--- config.mk ---
export PLATFORM = sky130hd
export DESIGN_NAME = uart_mmio
export DESIGN_NICKNAME = d
export VERILOG_FILES = /design/src/rtl/uart_mmio_pkg.sv /design/src/rtl/uart_mmio_sync_fifo.sv /design/src/rtl/uart_mmio.sv
export SDC_FILE = /design/constraint.sdc
export NUM_CORES = 1
export LEC_CHECK = 0
export BUFFER_PORTS_ARGS = -buffer_cell sky130_fd_sc_hd__buf_4
export CORE_UTILIZATION = 59
export DETAILED_ROUTE_END_ITERATION = 10
export PLACE_DENSITY = 0.79
export SETUP_SLACK_MARGIN = 0.4
export SYNTH_ARGS = -nofsm -noshare
export SYNTH_HDL_FRONTEND = slang
export SYNTH_SLANG_ARGS = --single-unit
--- constraint.sdc ---
create_clock -name CLK -period 4.3 [get_ports CLK]
set_clock_uncertainty 0.05 [all_clocks]
set_input_delay 0.86 -clock CLK [delete_from_list [all_inputs] [get_ports CLK]]
set_output_delay 0.86 -clock CLK [all_outputs]
set_load 0.005 [all_outputs]
--- src/rtl/uart_mmio_pkg.sv ---
// Shared definitions for the memory-mapped UART: register offsets, STATUS bit positions,
// access-size code, serializer/deserializer state encoding and the bit-period clamp.
package uart_mmio_pkg;

  localparam logic [3:0] UART_DATA   = 4'h0;
  localparam logic [3:0] UART_STATUS = 4'h4;
  localparam logic [3:0] UART_DIV    = 4'h8;

  localparam int ST_TX_FULL  = 0;
  localparam int ST_TX_EMPTY = 1;
  localparam int ST_RX_VALID = 2;
  localparam int ST_RX_OVR   = 3;
  localparam int ST_TX_BUSY  = 4;

  localparam logic [2:0] SIZE_WORD = 3'b010;

  typedef enum logic [1:0] {IDLE, START, DATA, STOP} uart_state_t;

  // A divisor below 2 would leave no room for the RX half-bit wait.
  function automatic logic [15:0] eff_div(input logic [15:0] d);
    return (d < 16'd2) ? 16'd2 : d;
  endfunction

endpackage

--- src/rtl/uart_mmio_sync_fifo.sv ---
// Generic synchronous FIFO, depth 2**AW; dout is the head entry, combinational, no read latency.
// Pushes while full and pops while empty are ignored without any state change.
module sync_fifo #(
  parameter int W  = 8,
  parameter int AW = 3
) (
  input  logic         clk,
  input  logic         rst,
  input  logic         push,
  input  logic         pop,
  input  logic [W-1:0] din,
  output logic [W-1:0] dout,
  output logic         full,
  output logic         empty
);

  logic [W-1:0]  mem [2**AW];
  logic [AW-1:0] wp, rp;
  logic [AW:0]   cnt;
  logic          do_push, do_pop;

  assign do_push = push & ~full;
  assign do_pop  = pop & ~empty;
  assign full    = cnt[AW];
  assign empty   = (cnt == '0);
  assign dout    = mem[rp];

  always_ff @(posedge clk or posedge rst) begin
    if (rst) begin
      wp  <= '0;
      rp  <= '0;
      cnt <= '0;
    end else begin
      if (do_push) wp <= wp + AW'(1);
      if (do_pop)  rp <= rp + AW'(1);
      case ({do_push, do_pop})
        2'b10:   cnt <= cnt + (AW+1)'(1);
        2'b01:   cnt <= cnt - (AW+1)'(1);
        default: cnt <= cnt;
      endcase
    end
  end

  always_ff @(posedge clk) begin
    if (do_push) mem[wp] <= din;
  end

endmodule

--- src/rtl/uart_mmio.sv ---
// Memory-mapped 8N1 UART: stores queue bytes in a TX FIFO drained by the serializer, the receiver
// fills one holding register. Loads return registered data one cycle after the access.
module uart_mmio
  import uart_mmio_pkg::*;
#(
  parameter int          FIFO_AW   = 3,
  parameter logic [15:0] DIV_RESET = 16'd104
) (
  input  logic        CLK,
  input  logic        rst,
  input  logic        sel,
  input  logic        en,
  input  logic        wr_rd,
  input  logic [2:0]  size,
  input  logic [3:0]  addr,
  input  logic [31:0] wdata,
  output logic [31:0] rdata,
  output logic        tx,
  input  logic        rx,
  output logic        irq
);

  logic        acc, st, ld, ld_data, ld_status;
  logic [15:0] div, bit_len, half_len;
  logic        fifo_full, fifo_empty, fifo_push;
  logic [7:0]  fifo_dout;
  logic        rx_valid, rx_ovr, ferr;
  logic [7:0]  rx_byte;
  logic [31:0] status;
  logic        unused_wdata;

  assign acc       = sel & en;
  assign st        = acc & wr_rd;
  assign ld        = acc & ~wr_rd;
  assign ld_data   = ld & (addr == UART_DATA);
  assign ld_status = ld & (addr == UART_STATUS);
  assign fifo_push = st & (addr == UART_DATA);
  assign bit_len   = eff_div(div) - 16'd1;
  assign half_len  = (eff_div(div) >> 1) - 16'd1;
  assign unused_wdata = ^wdata[31:16];

  // ---------------- TX serializer ----------------
  uart_state_t tx_state, tx_state_n;
  logic [15:0] tx_cnt, tx_cnt_n;
  logic [2:0]  tx_bit, tx_bit_n;
  logic [7:0]  tx_shr, tx_shr_n;
  logic        tx_pop, tx_busy;

  sync_fifo #(.W(8), .AW(FIFO_AW)) u_fifo (
    .clk(CLK), .rst(rst), .push(fifo_push), .pop(tx_pop), .din(wdata[7:0]),
    .dout(fifo_dout), .full(fifo_full), .empty(fifo_empty)
  );

  // Bit counters reload from the live divisor at each boundary, so DIV writes land on the next bit.
  always_comb begin
    tx_state_n = tx_state;
    tx_cnt_n   = tx_cnt;
    tx_bit_n   = tx_bit;
    tx_shr_n   = tx_shr;
    tx_pop     = 1'b0;
    case (tx_state)
      IDLE: if (!fifo_empty) begin
        tx_pop = 1'b1; tx_shr_n = fifo_dout; tx_cnt_n = bit_len; tx_state_n = START;
      end
      START: if (tx_cnt == '0) begin
        tx_state_n = DATA; tx_bit_n = '0; tx_cnt_n = bit_len;
      end else tx_cnt_n = tx_cnt - 16'd1;
      DATA: if (tx_cnt == '0) begin
        tx_shr_n = {1'b0, tx_shr[7:1]}; tx_bit_n = tx_bit + 3'd1; tx_cnt_n = bit_len;
        if (tx_bit == 3'd7) tx_state_n = STOP;
      end else tx_cnt_n = tx_cnt - 16'd1;
      STOP: if (tx_cnt == '0) begin
        if (!fifo_empty) begin
          tx_pop = 1'b1; tx_shr_n = fifo_dout; tx_cnt_n = bit_len; tx_state_n = START;
        end else tx_state_n = IDLE;
      end else tx_cnt_n = tx_cnt - 16'd1;
      default: tx_state_n = IDLE;
    endcase
  end

  always_ff @(posedge CLK or posedge rst) begin
    if (rst) begin
      tx_state <= IDLE; tx_cnt <= '0; tx_bit <= '0; tx_shr <= '0;
    end else begin
      tx_state <= tx_state_n; tx_cnt <= tx_cnt_n; tx_bit <= tx_bit_n; tx_shr <= tx_shr_n;
    end
  end

  assign tx_busy = (tx_state != IDLE);
  assign tx      = (tx_state == START) ? 1'b0 : (tx_state == DATA) ? tx_shr[0] : 1'b1;

  // ---------------- RX deserializer ----------------
  uart_state_t rx_state, rx_state_n;
  logic [15:0] rx_cnt, rx_cnt_n;
  logic [2:0]  rx_bit, rx_bit_n;
  logic [7:0]  rx_shr, rx_shr_n;
  logic        rx_s1, rx_s2, rx_d, rx_done, rx_ok, rx_bad;

  always_comb begin
    rx_state_n = rx_state;
    rx_cnt_n   = rx_cnt;
    rx_bit_n   = rx_bit;
    rx_shr_n   = rx_shr;
    rx_done    = 1'b0;
    case (rx_state)
      IDLE: if (rx_d & ~rx_s2) begin
        rx_state_n = START; rx_cnt_n = half_len;
      end
      START: if (rx_cnt == '0) begin
        rx_state_n = rx_s2 ? IDLE : DATA; rx_bit_n = '0; rx_cnt_n = bit_len;
      end else rx_cnt_n = rx_cnt - 16'd1;
      DATA: if (rx_cnt == '0) begin
        rx_shr_n = {rx_s2, rx_shr[7:1]}; rx_bit_n = rx_bit + 3'd1; rx_cnt_n = bit_len;
        if (rx_bit == 3'd7) rx_state_n = STOP;
      end else rx_cnt_n = rx_cnt - 16'd1;
      STOP: if (rx_cnt == '0) begin
        rx_done = 1'b1; rx_state_n = IDLE;
      end else rx_cnt_n = rx_cnt - 16'd1;
      default: rx_state_n = IDLE;
    endcase
  end

  assign rx_ok  = rx_done & rx_s2;
  assign rx_bad = rx_done & ~rx_s2;

  always_ff @(posedge CLK or posedge rst) begin
    if (rst) begin
      rx_state <= IDLE; rx_cnt <= '0; rx_bit <= '0; rx_shr <= '0;
      rx_s1 <= 1'b1; rx_s2 <= 1'b1; rx_d <= 1'b1;
    end else begin
      rx_state <= rx_state_n; rx_cnt <= rx_cnt_n; rx_bit <= rx_bit_n; rx_shr <= rx_shr_n;
      rx_s1 <= rx; rx_s2 <= rx_s1; rx_d <= rx_s2;
    end
  end

  // ---------------- Registers and load path ----------------
  always_comb begin
    status              = '0;
    status[ST_TX_FULL]  = fifo_full;
    status[ST_TX_EMPTY] = fifo_empty;
    status[ST_RX_VALID] = rx_valid;
    status[ST_RX_OVR]   = rx_ovr;
    status[ST_TX_BUSY]  = tx_busy;
  end

  // A byte landing on the same edge as a DATA load survives: the load took the old byte.
  always_ff @(posedge CLK or posedge rst) begin
    if (rst) begin
      div <= DIV_RESET; rx_valid <= 1'b0; rx_ovr <= 1'b0; ferr <= 1'b0;
      rx_byte <= '0; rdata <= '0;
    end else begin
      if (st && addr == UART_DIV && size == SIZE_WORD) div <= wdata[15:0];
      if (rx_ok) rx_byte <= rx_shr;
      if (rx_ok) rx_valid <= 1'b1;
      else if (ld_data) rx_valid <= 1'b0;
      if (rx_ok && rx_valid && !ld_data) rx_ovr <= 1'b1;
      else if (ld_status) rx_ovr <= 1'b0;
      ferr <= rx_bad | (ferr & ~ld_status);
      if (ld) begin
        case (addr)
          UART_DATA:   rdata <= rx_valid ? {24'b0, rx_byte} : 32'b0;
          UART_STATUS: rdata <= status;
          UART_DIV:    rdata <= {16'b0, div};
          default:     rdata <= 32'b0;
        endcase
      end
    end
  end

  assign irq = rx_valid | (fifo_empty & ~tx_busy);

endmodule

Yosys cells after proc, flatten, opt, wreduce, memory -nomap -nowiden
Memories as Yosys holds them, arrays and structs flattened.
Index checks and enable logic that the tools add are counted.
{ "totals": {"regBits": 129, "ram_bits": 64, "inputBits": 45, "out_inout_bits": 34, "word_cells": 148, "mem_count": 1} }
{ "mem_list": {"columns": ["memory", "depth", "width", "read_ports", "rd_clocked_by_memory_dff", "wr", "line", "rtl"], "rows": [
  ["u_fifo.mem", 8, 8, 1, 0, 1, "uart_mmio_sync_fifo.sv:17", "logic [W-1:0] mem [2**AW];"]
]} }
{ "classes": {"add_sub_neg": 10, "magnitude_cmp": 1, "eq_ne": 24, "muxes": 49, "n_bitwise": 17, "reduce_logical": 27} }
{ "ops": {"columns": ["operator", "count"], "rows": [
  ["$pmux W16 S3", 3],
  ["$mux W16", 7],
  ["$sub A16 B1 Y16 const B", 3],
  ["$logic_not A16 Y1", 2],
  ["$mux W8", 4],
  ["$pmux W8 S3", 1],
  ["$mux W2", 11],
  ["$ne A2 B2 Y1 const B", 11],
  ["$lt A16 B2 Y1 const B", 1],
  ["$pmux W2 S4", 2],
  ["$sub A15 B1 Y16 const B", 1],
  ["$mux W1", 13],
  ["$add A3 B1 Y3 const B", 4],
  ["$mux W3", 4],
  ["$pmux W3 S2", 2],
  ["$reduce_bool A2 Y1", 6],
  ["$and A1 B1 Y1", 11],
  ["$eq A2 B2 Y1 const B", 5],
  ["$reduce_and A5 Y1", 2],
  ["$reduce_and A3 Y1", 3],
  ["$logic_not A4 Y1", 2],
  ["$pmux W4 S2", 1],
  ["$eq A2 B1 Y1 const B", 3],
  ["$eq A3 B3 Y1 const B", 2],
  ["other kinds (14)", 24]
]} }

Longest topological paths before layout
{ "depth": {"ltp_word": 7, "ltp_mapped": 14, "depth_no_buf": 13} }

By module
Synthesis repeated with hierarchy kept, for this count alone.
{ "hier_totals": {"cells_unflattened": 873, "area_unflattened_um2": 9626.7} }
{ "by_module_without_submodules": {"columns": ["module", "instances", "cells_per_inst", "area_each_um2", "seq_area_each_um2"], "rows": [
  ["uart_mmio", 1, 713, 6516.2, 2585.0],
  ["sync_fifo", 1, 160, 3110.5, 2172.1]
]} }

Worst setup path after synthesis
OpenSTA, ideal clock, no wires.
{ "synth_timing": {"path_kind": "reg2reg", "start": "register tx_cnt[0]", "end": "register u_fifo.cnt[3]", "setup_ps": 125, "t_arrival_ps": 3127, "required_ps": 4125, "path_slack_ps": 998, "path_stages_with_launch": 15, "n_path_buf": 1, "period_less_slack_ps": 3302, "cell_sequence": "dfrtp_1 > inv_1 > ha_1 > nor4b_1 > and4_1 > clkbuf_1 > a21oi_1 > nor3_2 > ha_1 > ha_1 > a21o_1 > a21oi_1 > xnor2_1 > nor2_1 > xor2_1"} }
{ "synth_via": {"elab_chain_len": 6, "elab_cells_between_ends": 8, "cone_classes": "eq/ne (2); mux (3); bitwise (1); reduce/logical (2)"} }
{ "synth_rtl": {"columns": ["item", "line", "rtl"], "rows": [
  ["from (decl)", "uart_mmio.sv:44", "logic [15:0] tx_cnt, tx_cnt_n;"],
  ["from (signal assigned)", "uart_mmio.sv:85", "tx_state <= tx_state_n; tx_cnt <= tx_cnt_n; tx_bit <= tx_bit_n; tx_shr <= tx_shr_n;"],
  ["$logic_not A16 Y1 (*)", "uart_mmio.sv:72", "STOP: if (tx_cnt == '0) begin"],
  ["$mux W1 (*)", "uart_mmio.sv:72", null],
  ["$pmux W1 S2 (*)", "uart_mmio.sv:61", "case (tx_state)"],
  ["$and A1 B1 Y1 (*)", "uart_mmio_sync_fifo.sv:23", "assign do_pop = pop & ~empty;"],
  ["net u_fifo.do_pop", "uart_mmio_sync_fifo.sv:20", "logic do_push, do_pop;"],
  ["$eq A2 B1 Y1 or $eq A2 B2 Y1 (tied branches)", "uart_mmio_sync_fifo.sv:36", "case ({do_push, do_pop})"],
  ["$pmux W4 S2 or $reduce_bool A2 Y1 (tied branches)", null, null],
  ["to (signal assigned)", "uart_mmio_sync_fifo.sv:37", "2'b10: cnt <= cnt + (AW+1)'(1);"],
  ["to (signal assigned)", "uart_mmio_sync_fifo.sv:38", "2'b01: cnt <= cnt - (AW+1)'(1);"],
  ["to (signal assigned)", "uart_mmio_sync_fifo.sv:39", "default: cnt <= cnt;"],
  ["to (decl)", "uart_mmio_sync_fifo.sv:19", "logic [AW:0] cnt;"]
]} }
The timed path passes the listed nets; every way through them passes the cells marked *.
A chain may end at the register's enable or synchronous reset.

Worst setup path after layout
{ "layout_timing": {"start": "register div[6]", "end": "register rx_cnt[11]"} }
{ "layout_via": {"elab_chain_len": 5, "elab_cells_between_ends": 7, "cone_classes": "add/sub (2); order compare (1); mux (4)"} }
{ "layout_rtl": {"columns": ["item", "line", "rtl"], "rows": [
  ["from (decl)", "uart_mmio.sv:24", "logic [15:0] div, bit_len, half_len;"],
  ["from (signal assigned)", "uart_mmio.sv:152", "if (st && addr == UART_DIV && size == SIZE_WORD) div <= wdata[15:0];"],
  ["$lt A16 B2 Y1", "uart_mmio_pkg.sv:21", "return (d < 16'd2) ? 16'd2 : d;"],
  ["$mux W16 (*)", "uart_mmio_pkg.sv:21", null],
  ["$sub A16 B1 Y16 or $sub A15 B1 Y16 (tied branches)", "uart_mmio.sv:38, uart_mmio.sv:39", null],
  ["$mux W16 (on tied branches)", "uart_mmio.sv:109, uart_mmio.sv:112, uart_mmio.sv:106", null],
  ["$pmux W16 S3 (*)", "uart_mmio.sv:105", "case (rx_state)"],
  ["to (signal assigned)", "uart_mmio.sv:131", "rx_state <= rx_state_n; rx_cnt <= rx_cnt_n; rx_bit <= rx_bit_n; rx_shr <= rx_shr_n;"],
  ["to (decl)", "uart_mmio.sv:94", "logic [15:0] rx_cnt, rx_cnt_n;"]
]} }
Every way passes the cells marked *; elsewhere a longest branch is shown, timed or not. The select of a mux whose other input is x is not followed.

==> impl_metrics.tcl <==
set metrics [dict create \
    drc 0 \
    vdd_drop_max_mv 0.4767 \
    antenna_cells 0 \
    fin_nets 1000 \
    cts_sinks 177 \
    wl_per_cell_um 20.18 \
    hold_start "rx_s1" \
    pre_cts_ws_ns 0.7520 \
    power_frac_seq_pct 34.5 \
    io_buffers 46 \
    drive_above_1_share_pct 16.93 \
    cts_hold_buf 0 \
    relSlewSlack_pct 16.92 \
    synthFlopType "dfrtp_1" \
    htreeDepth 4 \
    clkTransAtPathRegs_ns 0.08 \
    fin_tns_setup_ns 0 \
    dp_cells 1124 \
    synth_warnings 0 \
    row_count 45 \
    worstReg2RegStart "div[6]" \
    reg2reg_slack_ns 0.61 \
    synth_top_area_cell "dfrtp_1" \
    hp-class "flop to flop" \
    hold_end "rx_s2" \
    initial_utilization_pct 61.39 \
    clock_latency_ns 0.44 \
    slew_viol_final 0 \
    crit_type "flop to flop" \
    worstPathRequired_ns 4.59 \
    swShare_pct 41.51 \
    syn_avg_cell_area_um2 10.51 \
    cp_data_arrival_time_ns 3.98 \
    post_cts_buffers 0 \
    fin_cells 1156 \
    finalCritPeriodShare_pct 85.92 \
    yosys-top-cells-area "dfrtp_1, edfxtp_1, nand2_1" \
    max_freq_ghz 0.2707 \
    drt_iter0_drc 750 \
    p_int_mw 4.034 \
    syn-instance-count 901 \
    fp.dieArea_um2 16560 \
    min_path_cells 0 \
    setup.worst_path.end_class "flop" \
    rsz0062_at_grt "false" \
    power.density_nw_per_um2 652.2 \
    critPathLaunchType "flop" \
    clockBufferDepth 2 \
    reg2reg_depth 11 \
    cts_resized 0 \
    setup_viol_count_final 0 \
    rr_endpoint "rx_cnt[11]" \
    die_h_um 128.7 \
    min_period_ns 3.695 \
    grt_pass1_vias 7120 \
    layout_setup_ws_ns 0.6055 \
    tightest_slew_ns 1.246 \
    firstDrtPassIters 7 \
    synth_seq_area_share_pct 50.23 \
    p_leak_nw 4.438 \
    coreArea_um2 15430 \
    grt_pass1_wl_um 37780 \
    p_sw_mw 2.863 \
    cts-root-buf "clkbuf_16" \
    path_max_fanout 9 \
    synth_edf_count 64 \
    syn_area_um2 9470 \
    dp_hpwl_um 15510 \
    antenna_found_initial 0 \
    area_delta_synth_final_pct 11.67 \
    grt_max_degree 79 \
    layout_commonest_cell "nand2_1" \
    hold_violations 0 \
    ioPinCount 79 \
    drv_cap 0 \
    track_usage_pct 30.31 \
    synth-seq-cells 177 \
    die_w_um 128.7 \
    routed_wl_um 23330 \
    yosys.cell_types.count 79 \
    synth-async-reset-ratio_pct 63.84 \
    ant_nets 0 \
    viasPerCell 6.452 \
    vias 7459 \
    synth_top_area_share_pct 28.27 \
    clock_power_share_pct 23.0 \
    cts_tree "done" \
    status "finished clean" \
    grt_overflow 0 \
    place_congestion 0.9043 \
    layout_common_cells "nand2_1, dfrtp_1, nor2_1" \
    pwr-share-comb_pct 42.5 \
    cts_made_buffers 17 \
]
-- sequential cells by signal (all words and copies together) (netlist names), 2 cells and up, named ones only --
register and cells:
tx_bit 3, tx_state 2, u_fifo.wp 3, rx_bit 3, tx_cnt 16, tx_shr 8
u_fifo.cnt 4, u_fifo.mem 64, rdata 16, rx_cnt 16, div 16, rx_shr 8
rx_byte 8, u_fifo.rp 3
-- synth_stat cells, types with 8 or more instances --
cell	number
a211oi_1	11
a21oi_1	49
a22oi_1	8
buf_4	16
clkbuf_1	42
dfrtp_1	107
edfxtp_1	64
ha_1	22
inv_1	22
mux2_2	26
mux2i_1	11
mux4_2	16
nand2_1	110
nand3_1	17
nor2_1	72
nor3_1	28
nor4_1	13
o21ai_0	52
o22ai_1	12
or3_1	10
or4_1	12
xnor2_1	24
xor2_1	23
-- through the flow --
step | cell area, um2 | hold slack, ns | total power [mW] | utilization [%]
2_1_floorplan | 9527 | 0.2952 | 4.539 | -
3_3_place_gp | 9950 | 0.2970 | 5.113 | 64.49
3_5_place_dp | 9950 | 0.2968 | 5.218 | 64.49
4_1_cts | 10570 | 0.3085 | 6.841 | 68.52
5_1_grt | 10580 | 0.3141 | 7.308 | 68.55
6_report | 10580 | 0.3086 | 6.897 | 68.55
-- worst max-delay path by stage --
stage                     startpoint    endpoint  slack [ns]  cells after the start
final                         div[6]  rx_cnt[11]        0.61                     11
after global routing          div[6]  rx_cnt[11]        0.52                     11
after CTS                     div[6]  rx_cnt[11]        0.72                     11
after detailed placement      div[6]  rx_cnt[11]        0.75                     11
after global placement        div[6]  rx_cnt[11]        0.79                     11
after floorplan                  rst   async pin        0.41                      1
-- cell type report --
cell class	count	area, um2
flip-flops and latches	177	4757
well taps	211	264.0
inverters	22	85.08
repair buffers	64	480.5
multi-input cells	650	4368
clock buffers	19	464.2
fillers	1140	4852
clock inverters	13	156.4
-- layer usage --
layer,vias up,global-route usage [%],wire [um]
met5,-,0,0
met2,409,47.69,11230
met4,0,11.35,501
li1,3348,-,-
met1,3647,41.79,9717
met3,55,6.320,1871
-- critical path, cell delays in order (launching register included) --
cell,delay (ns)
dfstp_2,0.66
or4_1,0.22
or3_1,0.22
nor2_1,0.06
nor2_1,0.28
ha_1,0.31
or3b_2,0.47
or4_1,0.50
nor2_2,0.21
xor2_1,0.25
a211oi_1,0.11
a311oi_1,0.24
-- cells by family (layout without fill, tap and decap cells) --
| group | count (synthesis) | count (layout) | synth area share [%] |
|---|---|---|---|
| buffers and inverters | 89 | 118 | 4.360 |
| flip-flops | 177 | 177 | 50.23 |
| adder cells (fa/ha/maj) | 23 | 23 | 3.118 |
| AND/OR/NAND/NOR | 305 | 305 | 15.52 |
| multiplexers | 53 | 53 | 8.059 |
| XOR/XNOR | 47 | 47 | 4.347 |
| other | 1 | 16 | 0.03960 |
| AO/OA/AOI/OAI | 206 | 206 | 14.32 |
-- power by group through the flow --
| stage | Clock, mW | Combinational [mW] | Sequential [mW] |
|---|---|---|---|
| after global placement | 0 | 2.74 | 2.38 |
| after CTS | 1.60 | 2.88 | 2.36 |
| after floorplan | 0 | 2.34 | 2.20 |
| final | 1.59 | 2.93 | 2.38 |
| after global routing | 1.67 | 3.21 | 2.42 |
| after detailed placement | 0 | 2.83 | 2.39 |
No activity file was read; power rests on OpenSTA's default activity.
